[config.mk]
export PLATFORM = sky130hd
export DESIGN_NAME = regfile_mp
export DESIGN_NICKNAME = d
export VERILOG_FILES = /design/src/rtl/regfile_mp.sv
export SDC_FILE = /design/constraint.sdc
export NUM_CORES = 1
export LEC_CHECK = 0
export BUFFER_PORTS_ARGS = -buffer_cell sky130_fd_sc_hd__buf_2
export CAP_MARGIN = 25
export CORE_MARGIN = 5
export CORE_UTILIZATION = 49
export DETAILED_ROUTE_END_ITERATION = 10
export GPL_TIMING_DRIVEN = 0
export PLACE_DENSITY = 0.7
export SLEW_MARGIN = 20
export SYNTH_ARGS = -nofsm -noshare
export SYNTH_HDL_FRONTEND = slang
export SYNTH_SLANG_ARGS = --single-unit
[constraint.sdc]
create_clock -name clk -period 2.6 [get_ports clk]
set_input_delay 0.13 -clock clk [delete_from_list [all_inputs] [get_ports clk]]
set_output_delay 0.13 -clock clk [all_outputs]
set_load 0.02 [all_outputs]
[src/rtl/regfile_mp.sv]
// Multi-read-port register file: one byte-masked write port, NR registered read ports,
// clear sweep after reset and on clr. Define REGFILE_MP_BYPASS_EN for write-first reads.
module regfile_mp #(
  parameter int unsigned DW    = 16,
  parameter int unsigned DEPTH = 8,
  parameter int unsigned NR    = 2,
  parameter int unsigned AW    = $clog2(DEPTH)
) (
  input  logic               clk,
  input  logic               rst_n,
  input  logic               clr,
  output logic               busy,
  input  logic               w_en,
  input  logic [AW-1:0]      w_addr,
  input  logic [DW-1:0]      w_data,
  input  logic [DW/8-1:0]    w_be,
  input  logic [NR-1:0]      r_en,
  input  logic [NR*AW-1:0]   r_addr,
  output logic [NR*DW-1:0]   r_data,
  output logic [NR-1:0]      r_valid
);

  localparam int unsigned BW = DW / 8;

  typedef enum logic {
    CLEAR = 1'b0,
    IDLE  = 1'b1
  } state_t;

  state_t        state;
  state_t        state_next;
  logic [AW-1:0] ptr;
  logic [AW-1:0] ptr_next;
  logic          busy_next;
  logic          op_ok;
  logic          wr_act;
  logic [NR-1:0] rd_act;
  logic [DW-1:0] mem [DEPTH];
  logic [DW-1:0] rd_word [NR];

  function automatic logic in_range(input logic [AW-1:0] a);
    return 32'(a) < DEPTH;
  endfunction

  function automatic logic [DW-1:0] merge(input logic [DW-1:0] old_w,
                                          input logic [DW-1:0] new_w,
                                          input logic [BW-1:0] be);
    logic [DW-1:0] m;
    m = old_w;
    for (int i = 0; i < int'(BW); i++) begin
      if (be[i]) m[i*8 +: 8] = new_w[i*8 +: 8];
    end
    return m;
  endfunction

  // A clr accepted this edge also swallows any same-edge access.
  assign op_ok  = (state == IDLE) && !clr;
  assign wr_act = op_ok && w_en && in_range(w_addr);
  assign rd_act = {NR{op_ok}} & r_en;

  always_ff @(posedge clk or negedge rst_n) begin
    if (!rst_n) begin
      state <= CLEAR;
      ptr   <= '0;
      busy  <= 1'b1;
    end else begin
      state <= state_next;
      ptr   <= ptr_next;
      busy  <= busy_next;
    end
  end

  always_comb begin
    state_next = state;
    ptr_next   = ptr;
    unique case (state)
      CLEAR: begin
        if (ptr == AW'(DEPTH - 1)) begin
          state_next = IDLE;
          ptr_next   = '0;
        end else begin
          ptr_next = ptr + AW'(1);
        end
      end
      IDLE: begin
        if (clr) begin
          state_next = CLEAR;
          ptr_next   = '0;
        end
      end
      default: begin
        state_next = CLEAR;
        ptr_next   = '0;
      end
    endcase
    busy_next = (state_next == CLEAR);
  end

  // Storage has no reset; the sweep is the only way it gets zeroed.
  always_ff @(posedge clk) begin
    if (state == CLEAR) begin
      mem[ptr] <= '0;
    end else if (wr_act) begin
      mem[w_addr] <= merge(mem[w_addr], w_data, w_be);
    end
  end

  always_comb begin
    for (int k = 0; k < int'(NR); k++) begin
      rd_word[k] = '0;
      if (in_range(r_addr[k*AW +: AW])) begin
        rd_word[k] = mem[r_addr[k*AW +: AW]];
`ifdef REGFILE_MP_BYPASS_EN
        if (wr_act && (w_addr == r_addr[k*AW +: AW])) begin
          rd_word[k] = merge(mem[w_addr], w_data, w_be);
        end
`endif
      end
    end
  end

  always_ff @(posedge clk or negedge rst_n) begin
    if (!rst_n) begin
      r_valid <= '0;
      r_data  <= '0;
    end else begin
      for (int k = 0; k < int'(NR); k++) begin
        r_valid[k] <= rd_act[k];
        if (rd_act[k]) r_data[k*DW +: DW] <= rd_word[k];
      end
    end
  end

endmodule

==> run_results.csv <==
group,metric,value,unit
logic_synthesis,synth_nets,584,
finish,layout.cells.non_filler,872,
logic_synthesis,synth_edf_count,128,
logic_synthesis,yosysUniqueCellTypes,33,
logic_synthesis,ys_seq_area_frac,0.619,
finish,finish.utilization,0.575,
clocking,clkLatencyLatePin,420,ps
placement,place_area,0.00842,mm²
placement,post-dp-hpwl,14700,µm
logic_synthesis,syn_inst,549,
finish,diodes,0,
run,drv_cap,0,
drt,vias,5199,
finish,drive_gt1_frac,0.293,
floorplanning,die_w,136,µm
finish,fillers,1307,
global_routing,grt_pass1_wl,31400,µm
floorplanning,coreArea,0.0158,mm²
pwr,p_leak,0.00365,µW
worst_setup_path,cp.required,2630,ps
timing,fmax,0.404,GHz
placement,place_inst,834,
global_routing,antenna_found_initial,0,
finish,fin_area,0.00906,mm²
worst_setup_path,reg2reg_depth,4,
floorplanning,die_area,0.0185,mm²
timing,tightestPinTransition,1070,ps
floorplanning,boundaryPins,68,
logic_synthesis,synth_top_family_by_area,"multiplexers",
timing,hold_viol,0,
logic_synthesis,synth_compound_area_frac,0.118,
clocking,htree_levels,4,
finish,areaGrowthSynthToFinish,16.3,%
global_routing,overflow,0,
drt,routed_wl,20700,µm
timing,relSlewSlack,0.289,
logic_synthesis,synth_xor_area_frac,0,
timing,setup_violations,0,
timing,tns,0,ps
global_routing,grt_max_degree,40,
logic_synthesis,synth_adder_area_share,0.00321,
floorplanning,start_util,0.494,
finish,final_cell_mix,"edfxtp_1 (128), buf_2 (69), mux2_2 (64), mux2i_1 (64), dfrtp_1 (38)",
clocking,numCtsBuffers,17,
pwr,vdd_ir_drop_max,516,µV
logic_synthesis,synth.cell_area,0.00779,mm²
timing,rsz0062_at_grt,"false",
clocking,ctsRootBufferMaster,"clkbuf_16",
logic_synthesis,synthSimpleGateAreaFrac,0.0522,
worst_setup_path,critical_path.endpoint_type,"flip-flop",
pwr,power.density,978,mW/mm²
timing,finalMaxSlewViolations,0,
worst_setup_path,reg2reg_to,"mem[6][5]$_DFFE_PP_",
timing,fin_crit,2480,ps
drt,wl_per_cell,23.8,µm
global_routing,grt_pass1_vias,5346,
clocking,cts_tree,"done",
logic_synthesis,ys_async_sr_fraction,0.234,
finish,num-nets-final,678,
worst_setup_path,r2r_start,"state$_DFF_PN0_",
worst_setup_path,criticalPathCategory,"input pin to flip-flop",
clocking,cts.sinks,167,
logic_synthesis,ys.warnings.count,0,
logic_synthesis,ys_ff_latch,167,
placement,io_buffers,65,
clocking,cts.path.max_buffers,2,
logic_synthesis,avgSynthCellArea,14.2,µm²
worst_hold_path,worst_hold_path_type,"input pin to async pin",
drt,drt_first_pass_iters,5,
worst_setup_path,cp_max_fo,10,
timing,finalClockSkew,7.41,ps
global_routing,track_usage,0.230,
worst_setup_path,r2r_setup_slack,190,ps
timing,timing.hold.ws,160,ps
floorplanning,die_y,136,µm
run_status,status,"finished clean",
finish,final_common_cell,"edfxtp_1",
timing,period_share,0.953,
worst_setup_path,critPathLaunchType,"input pin",
drt,first_iter_violations,597,
clocking,cts.clk_slew.worst_paths,60,ps
placement,routabilityCongestion,0.886,
worst_setup_path,crit_arrival,2510,ps
drt,via_per_inst,5.96,
logic_synthesis,yosys_most_used_dff,"edfxtp_1",
floorplanning,rows,46,
logic_synthesis,yosys-mux-area-fraction,0.175,
drt,drc,0,
drt,ant_nets,0,
-- critical path: stages --
cell,delay [ps]
dlygate4sd3_1,540
buf_2,160
and2b_1,270
clkbuf_1,350
nand4_1,200
a21oi_1,850
-- repair_timing --
item                                    4_1_cts  5_1_grt
resized for setup                             0        2
endpoints found under the hold margin        40        0
hold buffers                                  2        0
endpoints found under the setup margin        0       12
buffers inserted                              0        0
-- flip-flops by register name, indices dropped and copies added, names as in the netlist --
name and count:
mem 128, r_data 32, ptr 3, r_valid 2, busy 1, state 1
-- worst max-delay path by stage --
stage,start,endpoint,cells after the start
6_report,clr,mem[6][5]$_DFFE_PP_,6
5_1_grt,clr,mem[6][5]$_DFFE_PP_,6
4_1_cts,clr,mem[5][9]$_DFFE_PP_,6
3_5_place_dp,state$_DFF_PN0_,mem[5][10]$_DFFE_PP_,4
3_3_place_gp,state$_DFF_PN0_,mem[1][2]$_DFFE_PP_,4
2_1_floorplan,state$_DFF_PN0_,mem[3][0]$_DFFE_PP_,4
-- through the flow --
| stage | total power (µW) | setup WS, ps |
|---|---|---|
| final | 8870 | 122 |
| after CTS | 8850 | 95.5 |
| after detailed placement | 6440 | 156 |
| after floorplan | 5540 | 698 |
| after global routing | 9260 | 0.210 |
| after global placement | 6310 | 158 |
-- cell usage after synthesis (2+ instances only) --
cell	number	share of area
nand4_1	3	0.0024
nor2_1	5	0.0024
a21oi_1	17	0.011
o22ai_1	34	0.027
mux2_2	64	0.092
o211ai_1	2	0.0019
inv_1	8	0.0039
a21boi_1	2	0.0019
dfrtp_1	38	0.12
mux2i_1	64	0.082
buf_4	11	0.011
o31ai_1	32	0.031
edfxtp_1	128	0.49
nand2b_1	2	0.0016
clkbuf_1	18	0.0087
buf_2	4	0.0026
o2111ai_1	6	0.0067
and3_1	17	0.014
nand4b_1	3	0.0034
a22o_1	32	0.036
nand2_1	37	0.018
buf_6	5	0.0072
ha_1	2	0.0032
nand3b_1	2	0.0019
nor2b_1	4	0.0032
and2b_1	2	0.0019
-- report_power, final --
part / total [µW] / internal (µW) / leakage (µW) / switching (µW)
sequential: 4100 / 3720 / 0.00169 / 379
combinational: 2330 / 850 / 0.00167 / 1480
clock: 2440 / 1440 / 0.000285 / 994
total: 8870 / 6010 / 0.00365 / 2850
-- routing by layer --
layer  global-route usage  vias up  part of all wire
li1                     -     2354                 -
met1                0.324     2585              0.43
met2                0.356      218              0.47
met3               0.0437       42             0.076
met4               0.0918        0             0.029
met5                    0        -                 0
-- cells by family (layout without fill, tap and decap cells) --
logic type      Yosys count  in the layout
compound gates          128            128
fa+ha+maj                 2              2
buf+inv                  46            153
mux                     128            128
flops                   167            167
simple gates             78             78
-- cell type report --
cell class                      count  area [µm²]  area share
Buffer                             38         226      0.0250
Clock buffer                       24         503      0.0555
Clock inverter                      8        68.8     0.00759
Inverter                            8        30.0     0.00331
Multi-Input combinational cell    336        2730       0.301
Sequential cell                   167        4820       0.532
Tap cell                          216         270      0.0298
Timing Repair Buffer               75         418      0.0461
No activity file was read; power rests on OpenSTA's default activity.
